===== src/rtl/counter_pkg.sv =====
// counter_pkg: shared types, default widths and terminal/reload helpers for
// the multi_counter timer bank.
package counter_pkg;

  localparam int unsigned DEF_NUM_CH  = 4;
  localparam int unsigned DEF_BIT_NUM = 8;
  localparam int unsigned MAX_NUM_CH  = 16;
  localparam int unsigned MAX_BIT_NUM = 32;

  typedef enum logic {
    UP   = 1'b0,
    DOWN = 1'b1
  } count_dir_t;

  typedef enum logic {
    WRAP     = 1'b0,
    ONE_SHOT = 1'b1
  } count_mode_t;

  // Terminal value: the period value when counting up, zero when counting down.
  function automatic logic [MAX_BIT_NUM-1:0] terminal_sel(
    input count_dir_t             dir,
    input logic [MAX_BIT_NUM-1:0] period
  );
    return (dir == DOWN) ? '0 : period;
  endfunction

  // Reload point after a wrap: the opposite end of the range from the terminal.
  function automatic logic [MAX_BIT_NUM-1:0] reload_sel(
    input count_dir_t             dir,
    input logic [MAX_BIT_NUM-1:0] period
  );
    return (dir == DOWN) ? period : '0;
  endfunction

  // Terminal detection. Counting up uses >= so a period lowered below the
  // current count still wraps instead of running on to 2^BIT_NUM.
  function automatic logic at_terminal(
    input count_dir_t             dir,
    input logic [MAX_BIT_NUM-1:0] count,
    input logic [MAX_BIT_NUM-1:0] period
  );
    return (dir == DOWN) ? (count == '0) : (count >= period);
  endfunction

endpackage


===== src/rtl/counter_channel.sv =====
// counter_channel: one programmable up/down counter with wrap or one-shot
// behaviour.
//   CLK, nRST      clock, async active-low reset
//   count_en       count enable
//   count_clear    synchronous clear (highest priority)
//   load_en        synchronous load of load_val
//   load_val       load value (not clamped)
//   rollover_val   period / terminal value
//   dir_down       1 = count down, 0 = count up
//   one_shot       1 = stop at terminal, 0 = wrap
//   count_val      registered count
//   rollover_flag  registered, high while count equals terminal value
//   wrap_pulse     registered one-cycle pulse after a wrap
//   done           sticky, one-shot channel reached terminal
//   wrap_nxt_c     combinational next value of wrap_pulse (feeds top irq)
module counter_channel
  import counter_pkg::*;
#(
  parameter int unsigned BIT_NUM = DEF_BIT_NUM
) (
  input  logic               CLK,
  input  logic               nRST,
  input  logic               count_en,
  input  logic               count_clear,
  input  logic               load_en,
  input  logic [BIT_NUM-1:0] load_val,
  input  logic [BIT_NUM-1:0] rollover_val,
  input  logic               dir_down,
  input  logic               one_shot,
  output logic [BIT_NUM-1:0] count_val,
  output logic               rollover_flag,
  output logic               wrap_pulse,
  output logic               done,
  output logic               wrap_nxt_c
);

  count_dir_t         dir;
  count_mode_t        mode;
  logic [BIT_NUM-1:0] term;
  logic [BIT_NUM-1:0] reload;
  logic               at_term;
  logic [BIT_NUM-1:0] cnt_nxt;
  logic               done_nxt;
  logic               flag_nxt;

  // Decode direction/mode and derive terminal and reload points.
  always_comb begin
    dir     = dir_down ? DOWN : UP;
    mode    = one_shot ? ONE_SHOT : WRAP;
    term    = BIT_NUM'(terminal_sel(dir, MAX_BIT_NUM'(rollover_val)));
    reload  = BIT_NUM'(reload_sel(dir, MAX_BIT_NUM'(rollover_val)));
    at_term = at_terminal(dir, MAX_BIT_NUM'(count_val), MAX_BIT_NUM'(rollover_val));
  end

  // Next-state: clear > load > count > hold.
  always_comb begin
    cnt_nxt    = count_val;
    done_nxt   = done;
    wrap_nxt_c = 1'b0;
    if (count_clear) begin
      cnt_nxt  = '0;
      done_nxt = 1'b0;
    end else if (load_en) begin
      cnt_nxt  = load_val;
      done_nxt = 1'b0;
    end else if (count_en) begin
      if (at_term) begin
        if (mode == ONE_SHOT) begin
          // Already at terminal: hold and (re)assert done.
          done_nxt = 1'b1;
        end else begin
          cnt_nxt    = reload;
          wrap_nxt_c = 1'b1;
        end
      end else begin
        cnt_nxt = (dir == DOWN) ? (count_val - BIT_NUM'(1))
                                : (count_val + BIT_NUM'(1));
        if ((mode == ONE_SHOT) && (cnt_nxt == term)) begin
          done_nxt = 1'b1;
        end
      end
    end
    // Flag tracks the next count against the current-cycle terminal so it
    // is also correct straight after a clear or load.
    flag_nxt = (cnt_nxt == term);
  end

  // State and output registers.
  always_ff @(posedge CLK or negedge nRST) begin
    if (!nRST) begin
      count_val     <= '0;
      rollover_flag <= 1'b0;
      wrap_pulse    <= 1'b0;
      done          <= 1'b0;
    end else begin
      count_val     <= cnt_nxt;
      rollover_flag <= flag_nxt;
      wrap_pulse    <= wrap_nxt_c;
      done          <= done_nxt;
    end
  end

endmodule


===== src/rtl/multi_counter.sv =====
// multi_counter: bank of NUM_CH independent programmable counters used as
// bit timers, retry counters and timeouts.
//   CLK, nRST      clock, async active-low reset
//   count_en       per-channel count enable
//   count_clear    per-channel synchronous clear
//   load_en        per-channel synchronous load strobe
//   load_val       packed load values, channel i at [i*BIT_NUM +: BIT_NUM]
//   rollover_val   packed period values, same packing
//   dir_down       per-channel direction (1 = down)
//   one_shot       per-channel mode (1 = one-shot)
//   count_val      packed current counts, same packing
//   rollover_flag  per-channel terminal flag
//   wrap_pulse     per-channel wrap pulse
//   done           per-channel sticky one-shot done
//   irq            registered OR of the next-state wrap pulses
module multi_counter
  import counter_pkg::*;
#(
  parameter int unsigned NUM_CH  = DEF_NUM_CH,
  parameter int unsigned BIT_NUM = DEF_BIT_NUM
) (
  input  logic                      CLK,
  input  logic                      nRST,
  input  logic [NUM_CH-1:0]         count_en,
  input  logic [NUM_CH-1:0]         count_clear,
  input  logic [NUM_CH-1:0]         load_en,
  input  logic [NUM_CH*BIT_NUM-1:0] load_val,
  input  logic [NUM_CH*BIT_NUM-1:0] rollover_val,
  input  logic [NUM_CH-1:0]         dir_down,
  input  logic [NUM_CH-1:0]         one_shot,
  output logic [NUM_CH*BIT_NUM-1:0] count_val,
  output logic [NUM_CH-1:0]         rollover_flag,
  output logic [NUM_CH-1:0]         wrap_pulse,
  output logic [NUM_CH-1:0]         done,
  output logic                      irq
);

  logic [NUM_CH-1:0] wrap_nxt;

  // One counter per channel; the top only slices the packed buses.
  for (genvar g = 0; g < NUM_CH; g++) begin : g_ch
    counter_channel #(
      .BIT_NUM (BIT_NUM)
    ) u_ch (
      .CLK           (CLK),
      .nRST          (nRST),
      .count_en      (count_en[g]),
      .count_clear   (count_clear[g]),
      .load_en       (load_en[g]),
      .load_val      (load_val[g*BIT_NUM +: BIT_NUM]),
      .rollover_val  (rollover_val[g*BIT_NUM +: BIT_NUM]),
      .dir_down      (dir_down[g]),
      .one_shot      (one_shot[g]),
      .count_val     (count_val[g*BIT_NUM +: BIT_NUM]),
      .rollover_flag (rollover_flag[g]),
      .wrap_pulse    (wrap_pulse[g]),
      .done          (done[g]),
      .wrap_nxt_c    (wrap_nxt[g])
    );
  end

  // Interrupt registered alongside the wrap pulses so both assert together.
  always_ff @(posedge CLK or negedge nRST) begin
    if (!nRST) begin
      irq <= 1'b0;
    end else begin
      irq <= |wrap_nxt;
    end
  end

endmodule


===== config.mk =====
export PLATFORM = sky130hd
export DESIGN_NAME = multi_counter
export DESIGN_NICKNAME = d
export VERILOG_FILES = /design/src/rtl/counter_pkg.sv /design/src/rtl/counter_channel.sv /design/src/rtl/multi_counter.sv
export SDC_FILE = /design/constraint.sdc
export NUM_CORES = 1
export LEC_CHECK = 0
export CORE_UTILIZATION = 43
export CTS_CLUSTER_SIZE = 8
export DETAILED_ROUTE_END_ITERATION = 16
export PLACE_DENSITY_LB_ADDON = 0.05
export SLEW_MARGIN = 10
export SYNTH_ARGS = -nofsm -noshare
export SYNTH_HDL_FRONTEND = slang
export SYNTH_SLANG_ARGS = --single-unit

===== constraint.sdc =====
create_clock -name CLK -period 3.6 [get_ports CLK]
set_input_delay 0.9 -clock CLK [delete_from_list [all_inputs] [get_ports CLK]]
set_output_delay 0.9 -clock CLK [all_outputs]
set_load 0.01 [all_outputs]

==> results.txt, run 1 <==
In this run the tool buffered the top-level ports with 130 buffer cells. The placeable core region came out at about 15000 um^2. The number of sinks driven by the clock tree came out at 45. The maximum clock insertion buffer count came out at 2.

The die footprint is about 15000 um^2. Traced cell by cell, the critical path runs through clkdlybuf4s50_1 -> inv_1 -> ha_2 -> buf_4 -> o2111a_1 -> o31ai_2 -> o21ba_2 -> buf_4 -> o21ai_0 -> o21ai_1 -> and2_1 -> buf_4 -> buf_4 -> o22a_1 -> nor4b_4. The clock insertion delay at the later pin of the skew report came out at about 290 ps. Clock-pin slew was measured on the worst setup and hold paths at about 70 ps. Once the floorplan was initialized, standard cells occupied between 40% and 50% of the core. The final cell count without fillers is around 1300.

The finished cells cover a little under 10000 um^2. Counting instances in the post-synthesis netlist gives the leading cell types as sky130_fd_sc_hd__a21oi_1, sky130_fd_sc_hd__inv_1, sky130_fd_sc_hd__nor2_1. The worst setup path is of the input pin to flop kind. The worst setup path is launched from an input pin. In this run the power density over the cells is 279 nW/um^2.

The distinct cell type count after synthesis is just under 80. The proportion of netlist area held by the largest area contributor is between 10% and 20%. The post-layout utilization of the core came out at 67.8%. The worst hold path belongs to the class input pin to asynchronous set/reset pin.

TritonCTS built the clock tree. The count of filler cells inserted in the layout is around 1200. The total routing usage reported by global routing came out at about 31%. Static timing analysis puts the maximum clock frequency at 282 MHz. The number of buffers created by CTS came out at 5.

Ranked by total cell area, the synthesized netlist is headed by sky130_fd_sc_hd__dfrtp_1, sky130_fd_sc_hd__ha_1, sky130_fd_sc_hd__a21oi_1. Among all flip-flop cells after synthesis, the most frequent one is sky130_fd_sc_hd__dfrtp_1. The worst path in the final design needs a cycle of between 3000 and 4000 ps, including I/O delays and setup. Overall power consumption after layout is estimated at about 0.0028 W.

The synthesized area per cell is approximately 7.5 um^2. For this design the static power due to leakage is 4.51 nW. The maximum vdd drop came out at ~0.21 mV. The yosys synthesis warning count is 0. The wire length of the first global-routing pass is 39700 um. Synthesis produced a netlist with a net count of between 1000 and 1500. The routed wirelength normalized by instance count is between 15 and 20 um. In the final layout, the share of cells above drive strength 1 is about a quarter. The share of total power in the clock network came out at 17.6%.

The flow ran to the end, and the final reports show no timing, DRC or antenna violations. After detailed routing, the number of vias per cell comes to 5.97. The die extent in x came out at between 100 and 150 um. The endpoint identified for the worst register-to-register timing path is g_ch[3].u_ch.rollover_flag$_DFF_PN0_. The count of final max-slew check failures came out at 0. After synthesis the cells add up to around 6400 um^2.

The multi-input logic area is about 5200 um^2. In this run the clock root is driven by a sky130_fd_sc_hd__clkbuf_16. The number of synthesized register bits is 45.

The maximum number of pins on one net before global-route repair is 37. Yosys mapped a number of flops with a built-in enable equal to 0. The maximum level of the CTS H-tree is 2. The sequential share of the synthesized area is between 15 and 20%. The most frequent cell on the critical path is sky130_fd_sc_hd__buf_4. The headroom to the max-slew limit is between 50% and 60%. The max-cap violation count is 0. The share of power burned in registers came out at 22.3%. The reg-to-reg critical path startpoint is g_ch[3].u_ch.count_val[0]$_DFF_PN0_. The worst slack after detailed placement is -503 ps. The worst endpoint required time is 3800 ps. The DRC violation total after the first TritonRoute iteration came out at about 540.

The data arrival time of the worst path is approximately 3800 ps. Setup violations remaining at the end of the flow were counted as 0. Of all flip-flops after synthesis, the portion carrying an async set or reset was between 90% and 100%. The routed design has roughly 25000 um of wire.

The die outline height came out at 124 um. The share of total power dissipated in combinational logic is 60.1%. For the worst flop-to-flop path, the logic depth is 12. The post-route clock period utilization is 98.5%.

The final HPWL from detailed placement came out at between 15000 and 20000 um. Internal power comes to around 0.0017 W. The slowest stage of the critical path is the sky130_fd_sc_hd__clkdlybuf4s50_1 cell.

The standard cell area after detailed placement is 9270 um^2. The worst setup path is captured at a flop. The detailed router placed between 8000 and 9000 vias in this run. Together, buffers and inverters on the worst path number 6.

The delay of the slowest cell on the worst path came out at 450 ps. The switching power came out at between 0.001 and 0.0015 W. The actual transition at the worst max-transition pin came out at roughly 600 ps. The worst setup slack after layout came out at approximately 54 ps. The hold violation count in the final report is 0. For this run, the detailed router's first-pass iteration total came to 6. In this run the count of I/O pins placed on the die edge is approximately 130.

The total DRC errors in the routed layout came out at 0. The worst-case clock skew is roughly 6.4 ps. The number of placement rows is 44.

The largest area contributor in the netlist is sky130_fd_sc_hd__dfrtp_1. The area overhead of the layout relative to synthesis came out at 53.8%. On the critical path the largest part of the delay comes from compound AO/OA/AOI/OAI gates.

0 antenna diodes ended up in the layout. The number of global-route vias before repair came to 8053. The final RePlAce weighted congestion came out at approximately 0.95. The minimum setup slack among reg-to-reg paths came out at between 400 and 500 ps. The maximum fanout along the worst path came out at 5.

The number of nets in the layout came out at around 1300. In this run switching power makes up about 40% of total power. The number of antenna violations at the first check in global routing is 0. Setup repair after global routing could not meet its margin everywhere.

The remaining antenna violation count came out at 0. The sequential cells in the finished layout cover a total of about 1100 um^2. The number of cells in the design after placement is about 1300. The cell count after synthesis came out at 860. The overflow left after global routing is 0. Among all cell types in the netlist, the one instantiated most often is sky130_fd_sc_hd__a21oi_1.
-- final cells by class --
cell class	count	area share, %
Multi-Input combinational cell	692	52.5
Timing Repair Buffer	344	29.6
Sequential cell	45	11.4
Inverter	70	2.66
Tap cell	184	2.33
Clock buffer	5	1.26
Clock inverter	3	0.266
-- state kept, by name (all words and copies together) (netlist names) --
register,cells
g_ch.u_ch.count_val,32
g_ch.u_ch.done,4
g_ch.u_ch.rollover_flag,4
g_ch.u_ch.wrap_pulse,4
irq,1
-- placed cells by master, fill, tap and decap left out, types with 12 or more instances in the layout --
master | netlist | routed
sky130_fd_sc_hd__nor4_1 | 14 | 13
sky130_fd_sc_hd__a21o_1 | 18 | 18
sky130_fd_sc_hd__o31ai_1 | 18 | 15
sky130_fd_sc_hd__clkdlybuf4s50_1 | 0 | 113
sky130_fd_sc_hd__nand3_1 | 20 | 20
sky130_fd_sc_hd__nand2_1 | 59 | 58
sky130_fd_sc_hd__xor2_1 | 14 | 14
sky130_fd_sc_hd__nor2_1 | 63 | 63
sky130_fd_sc_hd__dlymetal6s2s_1 | 0 | 12
sky130_fd_sc_hd__o21ai_0 | 37 | 31
sky130_fd_sc_hd__ha_1 | 56 | 50
sky130_fd_sc_hd__a21oi_1 | 89 | 84
sky130_fd_sc_hd__xnor2_1 | 42 | 40
sky130_fd_sc_hd__buf_4 | 12 | 213
sky130_fd_sc_hd__a31oi_1 | 25 | 22
sky130_fd_sc_hd__inv_1 | 68 | 63
sky130_fd_sc_hd__o211ai_1 | 13 | 13
sky130_fd_sc_hd__dfrtp_1 | 45 | 45
sky130_fd_sc_hd__nor3_1 | 34 | 32
-- how the worst max path moves through the flow --
stage,to,depth (start not counted),startpoint
after floorplan,g_ch[0].u_ch.rollover_flag$_DFF_PN0_,11,rollover_val[0]
after global placement,g_ch[1].u_ch.rollover_flag$_DFF_PN0_,12,rollover_val[8]
after detailed placement,g_ch[2].u_ch.rollover_flag$_DFF_PN0_,12,dir_down[2]
after CTS,g_ch[1].u_ch.rollover_flag$_DFF_PN0_,11,rollover_val[12]
after global routing,g_ch[1].u_ch.rollover_flag$_DFF_PN0_,14,rollover_val[13]
final,g_ch[0].u_ch.rollover_flag$_DFF_PN0_,15,rollover_val[4]
-- power groups by stage --
stage                     logic (W)  clock network, W  registers [W]
final                       0.00166          0.000487       0.000616
after global routing        0.00180          0.000515       0.000619
after CTS                   0.00157          0.000498       0.000612
after detailed placement    0.00152                 0       0.000620
after global placement      0.00149                 0       0.000620
after floorplan            0.000784                 0       0.000612
-- stage by stage --
stage	hold slack [ps]	TNS, ps
finish	453	0
global route	462	-205
CTS	452	0
detailed placement	493	-2740
global placement	477	-2280
floorplan	451	0
-- per-layer routing --
metal,vias to the layer above,track usage [%],share of wire (%)
li1,3801,-,-
met3,54,3.61,5.5
met1,3828,39.1,43
met5,-,0,0
met2,341,54.6,49
met4,0,10.1,2.6
-- kinds of logic after synthesis --
logic type | share of synthesized area [%]
flip-flops | 17.5
multiplexers | 2.41
AND/OR/NAND/NOR | 20.6
XOR/XNOR | 7.62
AO/OA/AOI/OAI | 31.9
adder cells (fa/ha/maj) | 12.1
buffers and inverters | 7.91
-- what timing repair did --
| item | CTS | global route |
|---|---|---|
| hold buffers | 0 | 0 |
| buffers inserted | 3 | 5 |
| resized for setup | 25 | 69 |
| setup endpoints to repair | 5 | 7 |
| pin swaps | 13 | 33 |
No activity file was read; power rests on OpenSTA's default activity.
==> run 2: changes to the inputs <==
Settings changed: SLEW_MARGIN 10 to unset.
==> results of run 2 <==
Final layout, timing and power as in run 1 (identical DEF).
==> run 3: changes to the inputs <==
Settings changed: CORE_UTILIZATION 43 to 35.
Clock period 3.6 ns to 3.19 ns, I/O delays scaled along.
==> run 3 against run 2 <==
  * Via count down 0.25%
  * Highest routed layer unchanged
  * Power up 22%
  * Utilization down 7.3 points
  * Register-to-register slack worse by 260 ps
  * Hold slack better by 52 ps
  * Flip-flop and latch count unchanged
  * Wire length up 2.4%
==> results.txt, run 3 (same netlist as run 1, synthesis figures left out) <==
The element type at the critical path end was a flop (unchanged). The maximum vdd drop is 0.204 mV (was 0.208 mV). The number of sinks driven by the clock tree came out at 45 (unchanged). Cells along the critical path: clkdlybuf4s15_2 -> fa_2 -> a21o_1 -> a21oi_1 -> xnor2_2 -> or4b_2 -> a21oi_1 -> o221ai_1 -> o21ai_1 -> a31oi_1 -> nor3_1 (was clkdlybuf4s50_1 -> inv_1 -> ha_2 -> buf_4 -> o2111a_1 -> o31ai_2 -> o21ba_2 -> buf_4 -> o21ai_0 -> o21ai_1 -> and2_1 -> buf_4 -> buf_4 -> o22a_1 -> nor4b_4). The starting density of the core is 35.8% (was 44.1%). The worst-case clock skew is 3.45 ps (was 6.40 ps).

The wire length of the first global-routing pass came to 39200 um (was 39700 um). The DRC violation total after the first TritonRoute iteration came out at 585 (was 543). The max-cap violation count came out at 0 (unchanged). The category of the critical setup timing path is input pin to flop (unchanged). The worst slack after detailed placement came to -700 ps (was -503 ps). The kind of cell adding the most delay to the critical path is compound AO/OA/AOI/OAI gates (unchanged). The total routing usage reported by global routing was 26.8% (was 31.0%). The count of filler cells inserted in the layout is 1710 (was 1213). The number of global-route vias before repair came out at 7691 (was 8053). The die outline height is 138 um (was 124 um). The final RePlAce weighted congestion is 0.937 (was 0.945). The final HPWL from detailed placement came out at 19000 um (about the same). The worst endpoint required time is 3400 ps (was 3800 ps). The clock tree from TritonCTS is built (unchanged). The total number of vias is 8004 (was 8024).

The number of input and output port buffers inserted was 130 (unchanged). The maximum operating frequency came out at 319 MHz. Commonest non-fill, non-tap cells in the layout: sky130_fd_sc_hd__buf_4, sky130_fd_sc_hd__clkdlybuf4s50_1, sky130_fd_sc_hd__a21oi_1 (unchanged).

The remaining antenna violation count is 0 (unchanged). The maximum clock insertion buffer count came out at 2 (unchanged). The number of endpoints failing setup at the final stage is 0 (unchanged).

The reg-to-reg critical path startpoint is g_ch[1].u_ch.count_val[0]$_DFF_PN0_ (was g_ch[3].u_ch.count_val[0]$_DFF_PN0_). The clock insertion delay at the later pin of the skew report is 300 ps (was 290 ps). The static power due to leakage came out at 4.86 nW (was 4.51 nW).

The actual transition at the worst max-transition pin came out at 672 ps (was 610 ps). The boundary pin count came out at 131 (unchanged). The number of placement rows is 49 (was 44).

The number of nets in the layout is 1368 (was 1304). The delay of the slowest cell on the worst path is 600 ps (was 450 ps). The critical path launch point is dir_down[0] (was rollover_val[4]). The multi-input logic area is 5650 um^2 (was 5190 um^2). The worst hold path begins at g_ch[3].u_ch.done$_DFFE_PN0P_. The most frequent standard cell in the layout excluding fill and tap cells is sky130_fd_sc_hd__buf_4 (unchanged). The critical path launch point type is an input pin (unchanged).

The clock-pin slew on the worst setup and hold paths is 70 ps (about the same). The placeable core region came out at 18000 um^2 (was 14600 um^2). The maximum number of pins on one net before global-route repair came out at 46 (was 37).

The number of detailed-route iterations in the first pass was 5 (was 6). The post-route clock period utilization came out at between 90 and 100%. The number of buffers created by CTS is 5 (unchanged). The standard cell with the maximum stage delay on the critical path is sky130_fd_sc_hd__or4b_2 (was sky130_fd_sc_hd__clkdlybuf4s50_1).

The number of flip-flops in the largest register was 32 (unchanged). The number of antenna violations at the first check in global routing came to 0 (unchanged). The count of antenna diodes in the layout came to 0 (unchanged). The hold violation count in the final report came out at 0 (unchanged).

The total power after layout came out at 0.00336 W (was 0.00276 W). The minimum clock period is approximately 3100 ps. The total DRC errors in the routed layout is 0 (unchanged). The count of final max-slew check failures was 0 (unchanged). The maximum level of the CTS H-tree is 2 (unchanged). The data arrival time of the worst path came out at 3350 ps (was 3750 ps). The worst setup slack after layout came out at 56.7 ps (was 54.4 ps).

The number of vias per cell came out at 5.51 (was 5.97). The areal power density over the cells is 309 nW/um^2 (was 279 nW/um^2). The final cell count without fillers came to 1452 (was 1343). The maximum fanout along the worst path came out at 6 (was 5). The hold buffer count at CTS came out at 0 (unchanged). The number of cells in the design after placement came out at 1410 (was 1328). The area overhead of the layout relative to synthesis came out at 68.9% (was 53.8%). The worst hold-check path type is flop to flop (was input pin to asynchronous set/reset pin). The buffers plus inverters on the worst setup path came out at 1 (was 6). The die extent in x came out at 138 um (was 124 um). The overflow left after global routing came out at 0 (unchanged). Result of the run: complete, no violations (unchanged). The most frequent cell on the critical path is sky130_fd_sc_hd__a21oi_1 (was sky130_fd_sc_hd__buf_4). The die footprint came to 18900 um^2 (was 15500 um^2). The final routed wirelength across all metal layers is 25200 um (was 24600 um). The headroom to the max-slew limit is 55.2% (was 59.2%). The flip-flop and latch area is 1130 um^2 (about the same). The top register by number of flip-flops is g_ch.u_ch.count_val (unchanged). The cell at the root of the clock tree is sky130_fd_sc_hd__clkbuf_16 (unchanged). The routed wirelength normalized by instance count is 17.3 um (was 18.3 um). The fraction of final layout cells with drive strength greater than 1 came out at 36.4% (was 25.9%).
run 3: final cells by class:
cell class | count | area share (%)
Inverter | 70 | 2.43
Sequential cell | 45 | 10.4
Tap cell | 229 | 2.64
Multi-Input combinational cell | 692 | 52.0
Timing Repair Buffer | 408 | 31.3
Clock buffer | 8 | 1.26
run 3: repair_timing:
| item | in CTS | in global routing |
|---|---|---|
| resized for setup | 136 | 104 |
| pin swaps | 58 | 65 |
| cloned | 0 | 0 |
| endpoints found under the setup margin | 8 | 8 |
| setup buffers | 17 | 17 |
run 3: path summary, 6_finish.rpt:
kind | endpoint | slack [ps] | cells past startpoint
worst max-delay path | g_ch[0].u_ch.done$_DFFE_PN0P_ | 60 | 11
worst min-delay path | g_ch[3].u_ch.done$_DFFE_PN0P_ | 510 | 2
worst max register to register | g_ch[1].u_ch.rollover_flag$_DFF_PN0_ | 210 | 15
worst min register to register | g_ch[3].u_ch.done$_DFFE_PN0P_ | 510 | 2
max in group asynchronous | g_ch[3].u_ch.count_val[0]$_DFF_PN0_ | 2080 | 2
min in group asynchronous | g_ch[2].u_ch.rollover_flag$_DFF_PN0_ | 600 | 2
run 3: routing by layer:
layer / track usage (%) / share of wire [%] / wire length, um
met4: 7.88 / 2.0 / 513
met2: 45.6 / 48 / 12200
met5: 0 / 0 / 0
met3: 3.16 / 5.7 / 1420
met1: 35.3 / 44 / 11100
run 3: power breakdown:
part,internal (W),switching (W)
sequential,0.000610,0.0000616
clock,0.000293,0.000255
combinational,0.00113,0.00101
total,0.00203,0.00133
run 3: worst register-to-register path: cells and delay by family (launching register included):
family	cells	cell delay, ps
AO/OA/AOI/OAI	7	1260
buffers and inverters	4	600
AND/OR/NAND/NOR	3	430
flip-flops	1	380
adder cells (fa/ha/maj)	1	220
run 3: through the flow:
stage	util [%]	hold WS [ps]	setup TNS (ps)	area [um^2]
floorplan	-	451	-19.4	6470
global placement	53.8	506	-6860	9660
detailed placement	53.8	507	-7310	9660
CTS	58.2	523	0	10400
global route	60.5	546	-101	10900
finish	60.5	506	0	10900
